--- config.mk ---
export PLATFORM = sky130hd
export DESIGN_NAME = bram_stream_reader
export DESIGN_NICKNAME = d
export VERILOG_FILES = /design/src/rtl/bram_stream_reader.sv
export SDC_FILE = /design/constraint.sdc
export NUM_CORES = 1
export LEC_CHECK = 0
export CAP_MARGIN = 40
export CORE_MARGIN = 3
export CORE_UTILIZATION = 49
export DETAILED_ROUTE_END_ITERATION = 16
export GPL_ROUTABILITY_DRIVEN = 0
export PLACE_DENSITY_LB_ADDON = 0.08
export SLEW_MARGIN = 20
export SYNTH_ARGS = -nofsm -noshare
export SYNTH_HDL_FRONTEND = slang
export SYNTH_SLANG_ARGS = --single-unit
export TNS_END_PERCENT = 20
--- constraint.sdc ---
create_clock -name clk -period 8 [get_ports clk]
set_input_delay 2 -clock clk [delete_from_list [all_inputs] [get_ports clk]]
set_output_delay 2 -clock clk [all_outputs]
set_load 0.1 [all_outputs]
--- src/rtl/bram_stream_reader.sv ---
// bram_stream_reader: streams a block of words out of a synchronous-read BRAM.
//
// Ports:
//   clk, rst_n                 clock and synchronous active-low reset
//   start, base_addr, length   transfer request, sampled together in IDLE
//   busy, done                 transfer in progress / one-cycle completion pulse
//   bram_en, bram_we,
//   bram_addr, bram_din        BRAM port (read-only; we and din tied to 0)
//   bram_dout                  BRAM read data, one cycle after bram_en
//   m_valid, m_data, m_last,
//   m_ready                    output stream with ready/valid handshake
module bram_stream_reader #(
   parameter int ADDR_WIDTH = 10,
   parameter int DATA_WIDTH = 32,
   parameter int LEN_WIDTH  = ADDR_WIDTH + 1
) (
   input  logic                  clk,
   input  logic                  rst_n,
   input  logic                  start,
   input  logic [ADDR_WIDTH-1:0] base_addr,
   input  logic [LEN_WIDTH-1:0]  length,
   output logic                  busy,
   output logic                  done,
   output logic                  bram_en,
   output logic                  bram_we,
   output logic [ADDR_WIDTH-1:0] bram_addr,
   output logic [DATA_WIDTH-1:0] bram_din,
   input  logic [DATA_WIDTH-1:0] bram_dout,
   output logic                  m_valid,
   output logic [DATA_WIDTH-1:0] m_data,
   output logic                  m_last,
   input  logic                  m_ready
);
   typedef enum logic [1:0] {IDLE, READ, DRAIN} state_t;
   state_t                state;
   logic [ADDR_WIDTH-1:0] addr_q;
   logic [LEN_WIDTH-1:0]  rem_q;
   logic                  infl_q;
   logic                  infl_last_q;
   logic [DATA_WIDTH-1:0] fifo_data [2];
   logic [1:0]            fifo_last;
   logic                  rd_ptr;
   logic                  wr_ptr;
   logic [1:0]            cnt_q;
   logic                  launch;
   logic                  pop;
   logic                  issue;
   logic                  issue_last;
   logic [2:0]            room;
   // The first read is issued in the start cycle itself so the first word
   // reaches the stream two cycles after start; the issue decision must also
   // see this cycle's pop, so it is combinational.
   always_comb begin
      launch     = state == IDLE && start && length != '0;
      pop        = m_valid && m_ready;
      room       = 3'(cnt_q) + 3'(infl_q) - 3'(pop);
      issue      = rst_n && (launch || state == READ) && room < 3'd2;
      issue_last = launch ? length == LEN_WIDTH'(1) : rem_q == LEN_WIDTH'(1);
   end
   assign busy      = state != IDLE;
   assign bram_en   = issue;
   assign bram_we   = 1'b0;
   assign bram_din  = '0;
   assign bram_addr = issue ? (launch ? base_addr : addr_q) : '0;
   assign m_valid   = cnt_q != 2'd0;
   assign m_data    = m_valid ? fifo_data[rd_ptr] : '0;
   assign m_last    = m_valid && fifo_last[rd_ptr];
   always_ff @(posedge clk) begin
      if (!rst_n) begin
         state        <= IDLE;
         addr_q       <= '0;
         rem_q        <= '0;
         infl_q       <= 1'b0;
         infl_last_q  <= 1'b0;
         fifo_data[0] <= '0;
         fifo_data[1] <= '0;
         fifo_last    <= '0;
         rd_ptr       <= 1'b0;
         wr_ptr       <= 1'b0;
         cnt_q        <= '0;
         done         <= 1'b0;
      end else begin
         done        <= 1'b0;
         infl_q      <= issue;
         infl_last_q <= issue && issue_last;
         // infl_q marks the cycle in which bram_dout carries the last issue's word
         if (infl_q) begin
            fifo_data[wr_ptr] <= bram_dout;
            fifo_last[wr_ptr] <= infl_last_q;
            wr_ptr            <= ~wr_ptr;
         end
         if (pop)
            rd_ptr <= ~rd_ptr;
         cnt_q <= cnt_q + 2'(infl_q) - 2'(pop);
         case (state)
            IDLE:
               if (start && length == '0)
                  done <= 1'b1;
               else if (issue) begin
                  addr_q <= base_addr + ADDR_WIDTH'(1);
                  rem_q  <= length - LEN_WIDTH'(1);
                  state  <= issue_last ? DRAIN : READ;
               end
            READ:
               if (issue) begin
                  addr_q <= addr_q + ADDR_WIDTH'(1);
                  rem_q  <= rem_q - LEN_WIDTH'(1);
                  if (issue_last)
                     state <= DRAIN;
               end
            DRAIN:
               if (pop && m_last) begin
                  state <= IDLE;
                  done  <= 1'b1;
               end
            default:
               state <= IDLE;
         endcase
      end
   end
endmodule
==> results of run 1 <==
[per-layer routing]
metal / vias to the layer above / part of all wire [%] / global-route usage (%)
met1: 2092 / 42 / 26.3
li1: 2197 / - / -
met5: - / 0 / 0
met4: 0 / 2.6 / 7.70
met2: 181 / 49 / 33.9
met3: 29 / 6.5 / 3.75
[sequential cells by signal (all words and copies together), names as in the netlist, 2 cells and up, named ones only]
name and cells:
state 2, addr_q 10, fifo_last 2, fifo_data 64, rem_q 11, cnt_q 2
[where the power goes]
part | total [W] | leakage, nW | internal, W | switching (W)
Combinational | 0.000870 | 1.73 | 0.000284 | 0.000587
Sequential | 0.000660 | 0.942 | 0.000612 | 0.0000488
Clock | 0.000317 | 0.0962 | 0.000145 | 0.000172
Total | 0.00185 | 2.77 | 0.00104 | 0.000807
[stage by stage]
| stage | setup slack (ps) | power (W) | cells |
|---|---|---|---|
| after floorplan | 574 | 0.00128 | 598 |
| after global placement | 1250 | 0.00143 | 781 |
| after detailed placement | 1170 | 0.00154 | 820 |
| after CTS | 1160 | 0.00186 | 836 |
| after global routing | 998 | 0.00194 | 836 |
| final | 1130 | 0.00185 | 836 |
[cells in the final DEF, fill, tap and decap left out, types with 4 or more instances in the layout]
cell type / n
nand2_1: 38
mux2i_1: 41
and3_1: 8
clkbuf_8: 9
nor2_1: 58
buf_4: 18
clkdlybuf4s50_1: 92
a211o_1: 4
nand3b_1: 4
dfxtp_1: 32
buf_8: 35
and2_1: 66
nand2b_1: 5
o2111ai_1: 4
nor3_1: 12
inv_1: 12
a21oi_1: 35
ha_1: 7
conb_1: 33
or4_1: 5
nor2b_1: 4
edfxtp_1: 64
nand3_1: 7
o21ai_0: 20
xnor2_1: 4
o31ai_1: 4
o211ai_1: 5
a31oi_1: 6
[area by class of cell]
cell class	instances	share of cell area (%)
multi-input combinational	421	35.7
sequential	97	35.5
timing repair buffer	149	23.1
tap	140	2.40
clock buffer	9	1.70
clock inverter	7	0.961
inverter	13	0.704
[worst paths after layout]
kind / endpoint / slack [ps] / cells past startpoint / startpoint
max: bram_en / 1130 / 11 / m_ready
min: addr_q[7]$_SDFFE_PN0P_ / 460 / 2 / addr_q[7]$_SDFFE_PN0P_
max reg2reg: addr_q[8]$_SDFFE_PN0P_ / 4900 / 9 / state[1]$_SDFFE_PN0P_
min reg2reg: addr_q[7]$_SDFFE_PN0P_ / 460 / 2 / addr_q[7]$_SDFFE_PN0P_
[synthesized netlist by cell type (6+ instances only)]
library cell and n:
mux2i_1 41, clkbuf_1 23, nand2_1 38, inv_1 12
and3_1 8, nor2_1 60, ha_1 7, a31oi_1 6
dfxtp_1 33, a21oi_1 35, and2_1 66, nor3_1 12
buf_4 33, edfxtp_1 64, o21ai_0 20, nand3_1 7
[worst min-delay path, delay by kind of cell, from the launching register on]
family	cells	cell delay [ps]
AOI/OAI and AO/OA	1	50
DFF	1	320
and+or+nand+nor	1	50
[logic make-up (layout without fill, tap and decap cells)]
group	count (synthesis)	count (layout)	synth area share [%]
xor+xnor	7	7	1.12
flops	97	97	47.0
simple gates	231	231	22.3
compound gates	100	100	11.8
mux	42	42	7.67
other cells	1	33	0.0682
buf+inv	80	178	8.01
fa+ha+maj	8	8	1.96
==> results.cfg, run 1 <==
[critical_path]
cp_top_family = buffers and inverters
critPathKind = in -> out
path_buf_inv = 4
cp_data_arrival_time_ps = 4870
worstPathCellList = clkdlybuf4s50_1 > nand2_1 > mux2i_1 > ha_1 > inv_1 > fa_1 > xnor2_1 > nand4_1 > or2_1 > inv_4 > buf_4
cp-start-kind = primary input
endpoint_kind = output port
slowest_delay_ps = 560
worst-path-max-fanout = 15
critPathRequiredTime_ps = 6000
crit_path_top_delay_cell = clkdlybuf4s50_1

[synth]
yosysTopAreaCell = edfxtp_1
yosysTopAreaCellShare_pct = 35.0
ys_types = 62
synthTopCellsByArea = edfxtp_1 (35%), dfxtp_1 (12%), and2_1 (7.5%)
ys_warn_count = 0
synth_flop_cell = edfxtp_1
yosys_register_bits = 97
syn_area_um2 = 5500
synth_edf_count = 64
synth_area_per_cell_um2 = 9.71
synth-async-reset-ratio_pct = 0
ys_seq_area_share_pct = 47.0
postSynthCellCount = 566

[global_routing]
track_usage_pct = 20.3
first_global_vias = 4390
antenna_found_initial = 0
grt_first_pass_wirelength_um = 20800
grt_max_degree = 35
globalRouteOverflowTotal = 0

[sta]
maxSlewViolCount = 0
period_needed_ps = 6870
clock_skew_ps = 11.3
tightest_slew_ps = 782
rsz0062_at_grt = no
fmax_mhz = 146
slew_headroom_pct = 47.8
period_share_pct = 85.8
timing.hold.ws_ps = 455
final.setup.tns_ps = 0
finalSetupViolations = 0
finalHoldViolations = 0

[cts]
cts_setup_buffers = 0
clock_latency_ps = 360
cts_resized = 0
clk_pin_slew_worst_paths_ps = 90
cts-root-buf = clkbuf_8
h-tree-depth = 3
cts_sinks = 97
cts_tree = built
clk_path_buf_depth = 2
numCtsBuffers = 9
hold_buffers = 0

[power_and_ir_drop]
power.leakage_nw = 2.77
irDropWorstVdd_mv = 0.140
p_per_area_nw_per_um2 = 253

[drt]
drt_first_pass_iters = 5
avgRoutedWirePerCell_um = 15.3
drt_wl_total_um = 12800
drcViolationCount = 0
ant_nets = 0
via_per_inst = 5.38
num_vias = 4499
drtIter0Drc = 262

[final_layout]
multi_input_area_um2 = 2600
finish.instance_area_um2 = 7290
drive_gt1_share_pct = 11.9
area_growth_pct = 32.6
fin_util_pct = 66.9
ff_latch_area_um2 = 2580
nets = 756
num-fill-cells = 858
diodes = 0

[placement]
port_buffers = 103
dp_hpwl_um = 9240
placed_area_um2 = 7090

[floorplan]
initial_core_util_pct = 50.5
rows = 38
fp.dieW_um = 112
die_h_um = 112
core_um2 = 10900
dieArea_um2 = 12500
ios = 137

[outcome]
status = completed

[run]
max-cap-violations = 0

[hold_path]
min_path_type = reg -> reg
Note: power is estimated with default switching activity, not from simulation.
==> inputs of run 2 (changes only) <==
--- a/config.mk
+++ b/config.mk
@@ -7,3 +7,3 @@
 export LEC_CHECK = 0
-export CAP_MARGIN = 40
+export CAP_MARGIN = 10
 export CORE_MARGIN = 3
--- a/constraint.sdc
+++ b/constraint.sdc
@@ -3,2 +3,2 @@
 set_output_delay 2 -clock clk [all_outputs]
-set_load 0.1 [all_outputs]
+set_load 0.05 [all_outputs]
==> run 2 against run 1 <==
  * Utilization shrank 5.3 points
  * Global-route usage shrank 0.40 points
  * Combinational power shrank 31%
  * Largest power group is now registers
  * Sequential power grew 2%
  * Design area shrank 7.9%
  * Setup slack lost 450 ps
  * Clock power grew 2%
  * Power shrank 14%
  * Register-to-register slack lost 50 ps
  * Die area is the same
  * Sequential share of layout area grew 3.0 points
  * Flip-flop and latch count is the same
==> results.cfg, run 2 (synthesis gave the netlist of run 1 again) <==
[outcome]
status = completed

[floorplan]
fp.dieW_um = 112
dieArea_um2 = 12500
die_h_um = 112
core_um2 = 10900
ios = 137
rows = 38
initial_core_util_pct = 50.5

[hold_path]
min_path_type = reg -> reg
worstHoldPathCells = 2

[power_and_ir_drop]
p_per_area_nw_per_um2 = 237
irDropWorstVdd_mv = 0.116
p_total_w = 0.00159
power.leakage_nw = 2.47

[placement]
dp_hpwl_um = 8740
pre_cts_ws_ps = 672
port_buffers = 103
placed_area_um2 = 6510

[sta]
fmax_mhz = 137
finalSetupViolations = 0
slew_headroom_pct = 31.0
period_share_pct = 91.4
rsz0062_at_grt = no
clock_skew_ps = 17.7
timing.hold.ws_ps = 465
tightest_slew_ps = 1030
period_needed_ps = 7310
finalHoldViolations = 0
final.setup.tns_ps = 0
timing.final.ws_setup_ps = 687
maxSlewViolCount = 0

[critical_path]
worst-path-max-fanout = 14
endpoint_kind = output port
path_buf_inv = 3
crit_top_cell = clkdlybuf4s50_1
rr_worst_depth = 9
crit_path_top_delay_cell = clkdlybuf4s50_1
critPathRequiredTime_ps = 6000
cp_data_arrival_time_ps = 5310
slowest_delay_ps = 810
cp_top_family = buffers and inverters
critPathKind = in -> out
cp.depth = 11
cp-start-kind = primary input
worstPathCellList = clkdlybuf4s50_1 > nand2_1 > mux2i_1 > ha_1 > inv_1 > fa_1 > xnor2_1 > nand4_1 > or2_1 > nor2_1 > clkdlybuf4s50_1

[final_layout]
final_cell_mix = clkdlybuf4s50_1 (103), and2_1 (66), edfxtp_1 (64)
top_register = fifo_data
nets = 718
final_common_cell = clkdlybuf4s50_1
diodes = 0
area_growth_pct = 22.2
finish.instance_area_um2 = 6710
largest_reg_flops = 64
drive_gt1_share_pct = 5.62
top_regs = fifo_data: 64 flops, rem_q: 11 flops, addr_q: 10 flops
num-fill-cells = 945

[cts]
clk_path_buf_depth = 2
cts_sinks = 97
cts_resized = 0
hold_buffers = 0
h-tree-depth = 3
clock_latency_ps = 360
cts-root-buf = clkbuf_8
clk_pin_slew_worst_paths_ps = 100
numCtsBuffers = 9
cts_tree = built
cts_setup_buffers = 0

[global_routing]
track_usage_pct = 19.9
grt_first_pass_wirelength_um = 20200
globalRouteOverflowTotal = 0
antenna_found_initial = 0
first_global_vias = 4238
grt_max_degree = 35

[drt]
drcViolationCount = 0
ant_nets = 0
drt_first_pass_iters = 5
num_vias = 4399
drtIter0Drc = 216
avgRoutedWirePerCell_um = 15.9
via_per_inst = 5.51
drt_wl_total_um = 12700

[run]
max-cap-violations = 0
## run 2: cell types whose count changed in the layout (fill, tap and decap cells not counted), sizes merged
cell,previous run,this run
inv,14,15
buf,57,8
clkdlybuf4s50,92,103
clkinv,4,1
bufinv,1,0
clkbuf,9,12
## run 2: layout make-up
class                   instances  area [um2]  share of cell area [%]
clock buffers                  12         176                    2.63
clock inverters                 4        30.0                   0.447
inverters                      13        51.3                   0.764
multi-input cells             421        2610                    38.8
flip-flops and latches         97        2580                    38.5
well taps                     140         175                    2.61
repair buffers                111        1090                    16.3
## run 2: worst register-to-register path: stages, from the launching register on
cell       delay [ps]
dfxtp_1           600
nand2b_1          330
buf_4             390
mux2i_1           260
inv_1             140
ha_1              350
inv_1             140
a2111oi_0         490
mux2i_1           240
a21oi_1            80
## run 2: final timing paths
kind | from | to | slack [ps]
setup / recovery | m_ready | bram_addr[0] | 690
setup reg to reg | state[1]$_SDFFE_PN0P_ | addr_q[8]$_SDFFE_PN0P_ | 4850
hold reg to reg | addr_q[7]$_SDFFE_PN0P_ | addr_q[7]$_SDFFE_PN0P_ | 460
hold / removal | addr_q[7]$_SDFFE_PN0P_ | addr_q[7]$_SDFFE_PN0P_ | 460
## run 2: power breakdown
part           leakage, nW  total [W]  switching, W  internal, W
clock network        0.106   0.000323      0.000172     0.000151
logic                 1.42   0.000598      0.000389     0.000209
registers            0.942   0.000671     0.0000591     0.000611
total                 2.47    0.00159      0.000621     0.000971
## run 2: per-layer routing
metal	vias to the layer above	global-route usage, %	share of wire (%)
met5	-	0	0
met4	0	7.95	2.4
met3	26	3.64	5.0
met2	151	33.9	49
met1	2105	24.9	44
li1	2117	-	-
## run 2: stage by stage
| step | util [%] | cells |
|---|---|---|
| 2_1_floorplan | - | 598 |
| 3_3_place_gp | 59.7 | 782 |
| 3_5_place_dp | 59.8 | 782 |
| 4_1_cts | 61.7 | 798 |
| 5_1_grt | 61.7 | 798 |
| 6_report | 61.7 | 798 |
